File: config.mk
export PLATFORM = sky130hd
export DESIGN_NAME = mont_adder_seq_flat
export DESIGN_NICKNAME = d
export VERILOG_FILES = /design/src/rtl/mont_adder_seq_pkg.sv /design/src/rtl/mont_adder_seq_if.sv /design/src/rtl/mont_adder_seq_phase_ctr.sv /design/src/rtl/mont_adder_seq.sv /design/src/flat_wrapper.sv
export SDC_FILE = /design/constraint.sdc
export NUM_CORES = 1
export LEC_CHECK = 0
export BUFFER_PORTS_ARGS = -buffer_cell sky130_fd_sc_hd__buf_2
export CAP_MARGIN = 20
export CORE_MARGIN = 1
export CORE_UTILIZATION = 30
export DETAILED_ROUTE_END_ITERATION = 10
export PLACE_DENSITY = 0.56
export RECOVER_POWER = 25
export SYNTH_ARGS = -nofsm -noshare
export SYNTH_HDL_FRONTEND = slang
export SYNTH_SLANG_ARGS = --single-unit
File: constraint.sdc
create_clock -name clk -period 3.8 [get_ports clk]
set_input_delay 0.19 -clock clk [delete_from_list [all_inputs] [get_ports clk]]
set_output_delay 0.19 -clock clk [all_outputs]
set_load 0.02 [all_outputs]
File: src/rtl/mont_adder_seq_pkg.sv
// rtl/mont_adder_seq_pkg.sv - shared types and constants for the Montgomery adder sequencer
package mont_pkg;

    typedef enum logic [2:0] {
        IDLE,
        CLEAR,
        ITER,
        RED,
        SUB,
        FIN,
        ERR
    } state_t;

    // Phase value that freezes the adder operand pipeline.
    localparam logic [3:0] PHASE_HOLD = 4'd8;
    // Last active slice of a six-phase reduction/subtract pass.
    localparam logic [3:0] PHASE_LAST = 4'd5;
    // Width of one carry-propagate slice in the adder datapath.
    localparam int SLICE_W = 104;

endpackage

File: src/rtl/mont_adder_seq_if.sv
// rtl/mont_adder_seq_if.sv - command and adder-control bundle for the sequencer
interface mont_adder_seq_if #(
    parameter int IW = 8
);
    // command side
    logic          start;
    logic          busy;
    logic          done;
    logic          error;
    // adder status
    logic          c_zero;
    logic          c_one;
    logic          c_two;
    logic          c_three;
    logic          subtract_finished;
    // adder controls
    logic          adder_clear;
    logic          c_doubleshift;
    logic          subtract;
    logic [3:0]    phase;
    logic [3:0]    m_sel;
    logic          b_shift;
    logic [IW-1:0] iter_idx;

    modport master (
        input  start, c_zero, c_one, c_two, c_three, subtract_finished,
        output busy, done, error, adder_clear, c_doubleshift, subtract,
               phase, m_sel, b_shift, iter_idx
    );

    modport slave (
        output start, c_zero, c_one, c_two, c_three, subtract_finished,
        input  busy, done, error, adder_clear, c_doubleshift, subtract,
               phase, m_sel, b_shift, iter_idx
    );

endinterface

File: src/rtl/mont_adder_seq_phase_ctr.sv
// rtl/mont_adder_seq_phase_ctr.sv - 0..5 wrapping slice counter with hold value, shared by RED and SUB
module mont_phase_ctr
    import mont_pkg::*;
(
    input  logic       clk,
    input  logic       rst,
    input  logic       i_hold,
    input  logic       i_load,
    input  logic       i_adv,
    output logic [3:0] o_phase,
    output logic       o_last
);

    logic [3:0] r_phase;

    // Hold wins over load, load over advance; any out-of-range value wraps to 0 so 6, 7, 9+ never appear.
    always_ff @(posedge clk) begin
        if (rst) begin
            r_phase <= PHASE_HOLD;
        end else if (i_hold) begin
            r_phase <= PHASE_HOLD;
        end else if (i_load) begin
            r_phase <= 4'd0;
        end else if (i_adv) begin
            r_phase <= (r_phase >= PHASE_LAST) ? 4'd0 : r_phase + 4'd1;
        end
    end

    assign o_phase = r_phase;
    assign o_last  = (r_phase == PHASE_LAST);

endmodule

File: src/rtl/mont_adder_seq.sv
// rtl/mont_adder_seq.sv - sequencer stepping the carry-save Montgomery adder through one modular multiply
module mont_adder_seq
    import mont_pkg::*;
#(
    parameter int NUM_ITER = 128,
    parameter int MAX_SUB  = 3,
    parameter int IW       = 8
) (
    input  logic               clk,
    input  logic               rst,
    mont_adder_seq_if.master   bus
);

    localparam int            PW        = (MAX_SUB < 2) ? 1 : $clog2(MAX_SUB + 1);
    localparam logic [IW-1:0] ITER_LAST = IW'(NUM_ITER - 1);
    localparam logic [PW-1:0] PASS_MAX  = PW'(MAX_SUB);

    state_t        r_state;
    logic          r_busy;
    logic          r_done;
    logic          r_error;
    logic          r_adder_clear;
    logic          r_dshift;
    logic          r_subtract;
    logic [IW-1:0] r_iter_idx;
    logic [PW-1:0] r_pass_cnt;

    logic          w_iter_last;
    logic [PW-1:0] w_pass_next;
    logic          w_pass_limit;
    logic          w_ph_hold;
    logic          w_ph_load;
    logic          w_ph_adv;
    logic [3:0]    w_phase;
    logic          w_ph_last;
    logic          w_sub_end;

    assign w_iter_last  = (r_iter_idx == ITER_LAST);
    assign w_pass_next  = r_pass_cnt + 1'b1;
    assign w_pass_limit = (w_pass_next == PASS_MAX);
    // A subtract pass ends the operation either on success or when the pass budget is spent.
    assign w_sub_end    = w_ph_last && (bus.subtract_finished || w_pass_limit);

    mont_phase_ctr u_phase_ctr (
        .clk     (clk),
        .rst     (rst),
        .i_hold  (w_ph_hold),
        .i_load  (w_ph_load),
        .i_adv   (w_ph_adv),
        .o_phase (w_phase),
        .o_last  (w_ph_last)
    );

    // Slice counter steering: start at 0 entering RED and SUB, step through each pass, park at hold on exit.
    always_comb begin
        w_ph_hold = 1'b0;
        w_ph_load = 1'b0;
        w_ph_adv  = 1'b0;
        case (r_state)
            ITER: w_ph_load = w_iter_last;
            RED: begin
                if (w_ph_last) w_ph_load = 1'b1;
                else           w_ph_adv  = 1'b1;
            end
            SUB: begin
                if (w_sub_end) w_ph_hold = 1'b1;
                else           w_ph_adv  = 1'b1;
            end
            default: ;
        endcase
    end

    // Main sequencer: state and every registered control output move together.
    always_ff @(posedge clk) begin
        if (rst) begin
            r_state       <= IDLE;
            r_busy        <= 1'b0;
            r_done        <= 1'b0;
            r_error       <= 1'b0;
            r_adder_clear <= 1'b0;
            r_dshift      <= 1'b0;
            r_subtract    <= 1'b0;
            r_iter_idx    <= '0;
            r_pass_cnt    <= '0;
        end else begin
            case (r_state)
                IDLE: begin
                    if (bus.start) begin
                        r_state       <= CLEAR;
                        r_busy        <= 1'b1;
                        r_error       <= 1'b0;
                        r_adder_clear <= 1'b1;
                    end
                end
                CLEAR: begin
                    r_state       <= ITER;
                    r_adder_clear <= 1'b0;
                    r_dshift      <= 1'b1;
                    r_iter_idx    <= '0;
                end
                ITER: begin
                    if (w_iter_last) begin
                        r_state    <= RED;
                        r_dshift   <= 1'b0;
                        r_iter_idx <= '0;
                    end else begin
                        r_iter_idx <= r_iter_idx + 1'b1;
                    end
                end
                RED: begin
                    if (w_ph_last) begin
                        r_state    <= SUB;
                        r_subtract <= 1'b1;
                        r_pass_cnt <= '0;
                    end
                end
                SUB: begin
                    if (w_ph_last) begin
                        r_pass_cnt <= w_pass_next;
                        if (bus.subtract_finished) begin
                            r_state    <= FIN;
                            r_done     <= 1'b1;
                            r_subtract <= 1'b0;
                        end else if (w_pass_limit) begin
                            r_state    <= ERR;
                            r_done     <= 1'b1;
                            r_error    <= 1'b1;
                            r_subtract <= 1'b0;
                        end
                    end
                end
                FIN, ERR: begin
                    r_state    <= IDLE;
                    r_busy     <= 1'b0;
                    r_done     <= 1'b0;
                    r_pass_cnt <= '0;
                end
                default: r_state <= IDLE;
            endcase
        end
    end

    assign bus.busy          = r_busy;
    assign bus.done          = r_done;
    assign bus.error         = r_error;
    assign bus.adder_clear   = r_adder_clear;
    assign bus.c_doubleshift = r_dshift;
    assign bus.b_shift       = r_dshift;
    assign bus.subtract      = r_subtract;
    assign bus.phase         = w_phase;
    assign bus.iter_idx      = r_iter_idx;
    // Quotient digit is passed straight through so the adder sees it in the same iteration.
    assign bus.m_sel         = (r_state == ITER) ?
                               {bus.c_three, bus.c_two, bus.c_one, bus.c_zero} : 4'd0;

endmodule
File: src/flat_wrapper.sv
// flat-port wrapper written by rule: the top's interface ports become plain ports
module mont_adder_seq_flat import mont_pkg::*;
#(
    parameter int NUM_ITER = 128,
    parameter int MAX_SUB  = 3,
    parameter int IW       = 8
)
  (clk, rst, bus_start, bus_c_zero, bus_c_one, bus_c_two, bus_c_three, bus_subtract_finished, bus_busy, bus_done, bus_error, bus_adder_clear, bus_c_doubleshift, bus_subtract, bus_phase, bus_m_sel, bus_b_shift, bus_iter_idx);
  mont_adder_seq_if #(.IW(IW)) bus_i ();
  input  logic clk;
  input  logic rst;
  input wire logic [$bits(bus_i.start)-1:0] bus_start;
  input wire logic [$bits(bus_i.c_zero)-1:0] bus_c_zero;
  input wire logic [$bits(bus_i.c_one)-1:0] bus_c_one;
  input wire logic [$bits(bus_i.c_two)-1:0] bus_c_two;
  input wire logic [$bits(bus_i.c_three)-1:0] bus_c_three;
  input wire logic [$bits(bus_i.subtract_finished)-1:0] bus_subtract_finished;
  output wire logic [$bits(bus_i.busy)-1:0] bus_busy;
  output wire logic [$bits(bus_i.done)-1:0] bus_done;
  output wire logic [$bits(bus_i.error)-1:0] bus_error;
  output wire logic [$bits(bus_i.adder_clear)-1:0] bus_adder_clear;
  output wire logic [$bits(bus_i.c_doubleshift)-1:0] bus_c_doubleshift;
  output wire logic [$bits(bus_i.subtract)-1:0] bus_subtract;
  output wire logic [$bits(bus_i.phase)-1:0] bus_phase;
  output wire logic [$bits(bus_i.m_sel)-1:0] bus_m_sel;
  output wire logic [$bits(bus_i.b_shift)-1:0] bus_b_shift;
  output wire logic [$bits(bus_i.iter_idx)-1:0] bus_iter_idx;
  assign bus_i.start = bus_start;
  assign bus_i.c_zero = bus_c_zero;
  assign bus_i.c_one = bus_c_one;
  assign bus_i.c_two = bus_c_two;
  assign bus_i.c_three = bus_c_three;
  assign bus_i.subtract_finished = bus_subtract_finished;
  assign bus_busy = bus_i.busy;
  assign bus_done = bus_i.done;
  assign bus_error = bus_i.error;
  assign bus_adder_clear = bus_i.adder_clear;
  assign bus_c_doubleshift = bus_i.c_doubleshift;
  assign bus_subtract = bus_i.subtract;
  assign bus_phase = bus_i.phase;
  assign bus_m_sel = bus_i.m_sel;
  assign bus_b_shift = bus_i.b_shift;
  assign bus_iter_idx = bus_i.iter_idx;
  mont_adder_seq #(.NUM_ITER(NUM_ITER), .MAX_SUB(MAX_SUB), .IW(IW)) u_core (.clk(clk), .rst(rst), .bus(bus_i));
endmodule
### Word level (Yosys, flattened, before mapping)

Index checks and enable logic that the tools add are counted.

* memories: 0
* bits in registers: 23
* word-level logic and storage cells: 94
* ROM bits: 0
* bits in latches: 0
* bits in writable memories: 0
* output and inout port bits: 23
* input port bits: 8

* $lt $le $gt $ge: 1
* $add $sub $neg: 3
* divide/modulo/power cells: 0
* multiplexer cells: 41
* shift-type cells: 0
* reductions and logical operators: 22
* bitwise operators: 0
* equal/unequal tests: 16
* multiply operators: 0

Operators with widths (number)
* $mux 3: 6
* $mux 1: 17
* $mux 4: 4
* $pmux 1 s2: 8
* $pmux 8 s2: 1
* $pmux 3 s5: 1
* $reduce_bool 2->1: 7
* $reduce_and 5->1: 2
* $eq 3x3->1 const B: 3
* $add 8x1->8 const B: 1
* $eq 8x7->1 const B: 1
* $mux 8: 1
* $ne 2x1->1 const B: 4
* $eq 3x2->1 const B: 2
* $pmux 2 s3: 1
* $reduce_and 2->1: 3
* $reduce_and 3->1: 2
* $add 4x1->4 const B: 1
* $eq 4x3->1 const B: 1
* $ge 4x3->1 const B: 1
* $mux 2: 2
* $ne 2x2->1 const B: 2
* $reduce_and 4->1: 1
* $reduce_or 2->1: 2
* other kinds (9): 9

### Longest topological paths before layout

* depth after elaboration: 8
* gate-level depth with buffers: 6
* gate-level depth less buffers: 6

### Hierarchy

A second synthesis with hierarchy kept.

* cells, all modules: 166
* area, all modules: 1360.1 µm²

Modules (own cells, without submodules)
* mont_adder_seq: seq. area each 380.4 µm², times used 1, cells each 137, area each 1089.8 µm²
* mont_phase_ctr: seq. area each 80.1 µm², times used 1, cells each 29, area each 270.3 µm²

### Worst setup path after synthesis

Ideal clock, no wire load.

* path kind: flip-flop to flip-flop
* start point: register u_core.u_phase_ctr.r_phase[1] (netlist: u_core.u_phase_ctr.o_phase[1])
* end point: register u_core.u_phase_ctr.r_phase[1] (netlist: u_core.u_phase_ctr.o_phase[1])
* data arrival time: 1.702 ns
* buffers on the path: 0
* cell stages (with the launch flop): 7
* clock period less this slack: 1.772 ns
* setup time: 0.070 ns
* required time: 3.730 ns
* slack: 2.028 ns
* cell sequence: dfxtp_1 -> inv_1 -> ha_1 -> nand2b_1 -> a21o_1 -> or4b_1 -> a21oi_1

* longest elaborated chain between the ends: 5
* elaborated cells on any way between the ends: 13
* classes of those cells: add/sub (1); order compare (1); eq/ne (1); mux (8); reduce/logical (2)

Ends and longest elaborated chain
* from (decl): line mont_adder_seq_phase_ctr.sv:14 `logic [3:0] r_phase;`
* from (signal assigned): line mont_adder_seq_phase_ctr.sv:25 `r_phase <= (r_phase >= PHASE_LAST) ? 4'd0 : r_phase + 4'd1;`
* $eq 4x3->1: line mont_adder_seq_phase_ctr.sv:30 `assign o_last = (r_phase == PHASE_LAST);`
* $logic_and 1x1->1: line mont_adder_seq.sv:42 `assign w_sub_end = w_ph_last && (bus.subtract_finished || w_pass_limit);`
* $mux 1: line mont_adder_seq.sv:66 `if (w_sub_end) w_ph_hold = 1'b1;`
* $mux 1: line mont_adder_seq.sv:59 `case (r_state)`
* $reduce_or 3->1 (no source line)

Several ways; a longest one is shown, not always the timed one.
A chain may end at the register's enable or synchronous reset.

### Final worst setup path

* start point: register u_core.r_state[1]
* end point: output bus_m_sel[3]

* longest elaborated chain between the ends: 2

Ends and longest elaborated chain
* from (decl): line mont_adder_seq.sv:18 `state_t r_state;`
* from (signal assigned): line mont_adder_seq.sv:76 `r_state <= IDLE;`
* from (signal assigned): line mont_adder_seq.sv:89 `r_state <= CLEAR;`
* from (signal assigned): line mont_adder_seq.sv:96 `r_state <= ITER;`
* $eq 3x2->1: line mont_adder_seq.sv:153 `assign bus.m_sel = (r_state == ITER) ?`
* $mux 4: line mont_adder_seq.sv:153
* to (decl): line flat_wrapper.sv:25 `output wire logic [$bits(bus_i.m_sel)-1:0] bus_m_sel;`

No other way between the ends.

==> reports/qor.yml <==
global_route:
  grt_antenna_before_repair: 0
  overflow: 0
  grt_pass1_vias: 1068
  largest_net_degree_at_the_start_of_global_routing: 22
  grt_first_pass_wirelength_um: 4981
  globalRouteTotalUtil: 0.1449
synth:
  synth_compound_gate_area_share: 0.2545
  dominant_combinational_cell_family_by_area_after_synthesis: "simple AND/OR/NAND/NOR gates"
  syn-num-nets: 171
  seq_area_frac_synth: 0.3482
  yosys.area_share.adder: 0.04730
  synth_flop_cell: "dfxtp_1"
  yosysUniqueCellTypes: 51
  synth-simple-area-share: 0.2829
  synth_mux_area_frac: 0.007569
  postSynthAreaPerCell_um2: 8.370
  ys_async_sr_fraction: 0
  yosys_register_bits: 23
  synthesis.area_um2: 1323
  synth-edff-count: 0
  synth_warnings: 0
  post_synth_xor_area_fraction: 0.006623
  postSynthCellCount: 158
worst_setup_path:
  setup.worst_path.class: "register to output port"
  ff_to_ff_path_depth: 4
  cp_slowest_cell: "dfxtp_1"
  timing.critical_path.to: "bus_m_sel[3]"
  critical-path-top-delay-family: "simple AND/OR/NAND/NOR gates"
  r2r_slack_ps: 1970
  cp_data_arrival_time_ps: 1780
  required_time_of_the_critical_path_ps: 3610
  timing.rr.start: "u_core.r_state[1]"
  critical_path.max_fanout: 12
  setup.worst_path.start: "u_core.r_state[1]"
  path_length_in_cells_of_the_critical_path: 3
  cp_slowest_stage_delay_ps: 610
  start_kind: "register"
  endpoint_kind: "output port"
  cp_cell_sequence: "nor3b_2 -> and2_1 -> buf_2"
  worst_r2r_endpoint: "u_core.u_phase_ctr.o_phase[1]"
  cp_num_buf_inv: 1
clock_tree:
  cts-root-buf: "clkbuf_8"
  cts-buffers-inserted: 3
  clk_transition_reported_paths_ps: 90
  h-tree-depth: 1
  cts-hold-fix-buffers: 0
  clk_path_buf_depth: 2
  cts_post_setup_buffers_inserted: 0
  total_clock_sinks: 23
  tritoncts_clock_tree: "done"
  clock_latency_ps: 270
  cts_repair_resize_count: 0
timing:
  fin_worst_skew_ps: 5.234
  report.final.setup_viol: 0
  timing_worst_slew_pin_value_ps: 580.6
  hold_violations: 0
  period_needed_ps: 1972
  max-slew-margin-rel: 0.6130
  highest_clock_rate_ghz: 0.5070
  grt_setup_unrepaired: "false"
  tns_ps: 0
  timing.hold.ws_ps: 250.7
  timing.final.crit_share: 0.5190
  report.final.slew_viol_count: 0
floorplan:
  initial_core_utilization: 0.3214
  chipWidth_um: 68.40
  io_pins: 31
  core-area_um2: 4115
  die_height_um: 68.40
  die-area_um2: 4678
  placement_rows: 23
routing:
  vias_per_cell: 5.203
  drt-total-wl_um: 3117
  drt_iter0_drc: 41
  dr_total_vias: 1228
  route.detailed.wl_per_inst_um: 13.21
  post-route-drc-count: 0
  antenna_nets_post_route: 0
  drt_pre_antenna_iters: 4
power_and_ir_drop:
  max-vdd-ir-drop_mv: 0.1332
  power_per_cell_area_nw_per_um2: 338.8
  leakagePower_nw: 0.5648
  finalPower_mw: 0.5188
run:
  number_of_violations_of_the_max_capacitance_limit: 0
placed_design:
  dp.cells: 232
  gpl_congestion: 0.7494
  io_buffer_count: 30
  hpwl_um: 2256
  post_dp_cell_area_um2: 1499
min_path:
  holdCritPathClass: "primary input to register"
finish:
  share_of_final_layout_standard_cells_stronger_than_drive_strength_1: 0.1774
  final_cell_area_um2: 1531
  diodes: 0
  nets: 200
  post_layout_nonfiller_instances: 236
  p_r_area_growth_vs_syn_pct: 15.80
run_status:
  status: "finished clean"
through the flow:
stage / setup slack, ps / util
floorplan: 2028 / -
global placement: 2007 / 0.3642
detailed placement: 2004 / 0.3642
CTS: 1806 / 0.3755
global route: 1696 / 0.3722
finish: 1828 / 0.3722
worst register-to-register path, cell delays in order (launching register included):
cell and delay, ps:
dfxtp_1 610, and3b_2 270, a22oi_1 190, or4b_1 560
a21oi_1 140
per-layer routing:
layer  part of all wire  global-route usage  wire, um
met3              0.034             0.01500       107
met1               0.49              0.2022      1537
met5                  0                   0         0
met2               0.45              0.2157      1408
met4              0.020             0.07813        63
final cells by class:
class,count,area [um2]
multi-input combinational,120,792.0
sequential,23,460.4
clock inverter,1,5.005
inverter,9,33.78
clock buffer,3,41.29
tap,50,62.56
fill,434,2584
timing repair buffer,30,136.4
registers in the layout, indices dropped and copies added, names as in the netlist:
register	count
u_core.u_phase_ctr.o_phase	4
u_core.r_state	3
u_core.bus.adder_clear	1
u_core.bus.error	1
u_core.bus.subtract	1
u_core.r_pass_cnt	2
u_core.bus.done	1
u_core.bus.iter_idx	8
u_core.bus.b_shift	1
u_core.bus.busy	1
cell families after synthesis:
family                     Yosys count
buffers and inverters               15
muxes                                1
xor gates and xnor gates             1
and+or+nand+nor                     64
adders and majority gates            5
DFF                                 23
AOI/OAI and AO/OA                   49
report_power, final:
group	switching, mW	total [mW]	internal [mW]
Combinational	0.0596	0.0930	0.0334
Sequential	0.0173	0.267	0.250
Clock	0.0850	0.158	0.0734
synth_stat cells (2+ instances only):
| cell | n | area, um2 |
|---|---|---|
| dfxtp_1 | 23 | 460.4 |
| a21oi_1 | 14 | 70.07 |
| nand2_1 | 14 | 52.55 |
| o21ai_0 | 13 | 65.06 |
| nor2_1 | 12 | 45.04 |
| inv_1 | 9 | 33.78 |
| and2_1 | 5 | 31.28 |
| ha_1 | 5 | 62.56 |
| nand3_1 | 5 | 25.02 |
| nor3_1 | 5 | 25.02 |
| nand3b_1 | 3 | 22.52 |
| a211oi_1 | 2 | 15.01 |
| a22oi_1 | 2 | 15.01 |
| a311oi_1 | 2 | 17.52 |
| a31o_2 | 2 | 17.52 |
| and3b_1 | 2 | 17.52 |
| buf_2 | 2 | 10.01 |
| clkbuf_1 | 2 | 7.510 |
| nand2b_1 | 2 | 12.51 |
| nor4_1 | 2 | 12.51 |
| o31ai_1 | 2 | 15.01 |
layout by cell type (no fill, tap or decap), drive strengths merged, types with 3 or more instances in the layout:
master   n
a21oi   15
inv      9
a311oi   3
ha       5
clkbuf  14
nor2    13
and2     5
nor3     5
nand3    5
nand2   14
dfxtp   23
buf     19
nand3b   4
o21ai   14
and3b    3
worst min path at each step:
stage	startpoint	endpoint	slack [ps]	cells past startpoint
floorplan	rst	u_core.u_phase_ctr.o_phase[3]	380	2
global placement	u_core.bus.subtract	u_core.bus.subtract	440	2
detailed placement	u_core.bus.subtract	u_core.bus.subtract	450	2
CTS	bus_start	u_core.bus.adder_clear	250	3
global route	bus_start	u_core.bus.adder_clear	280	3
finish	bus_start	u_core.bus.adder_clear	250	3
No activity file was read; power rests on OpenSTA's default activity.
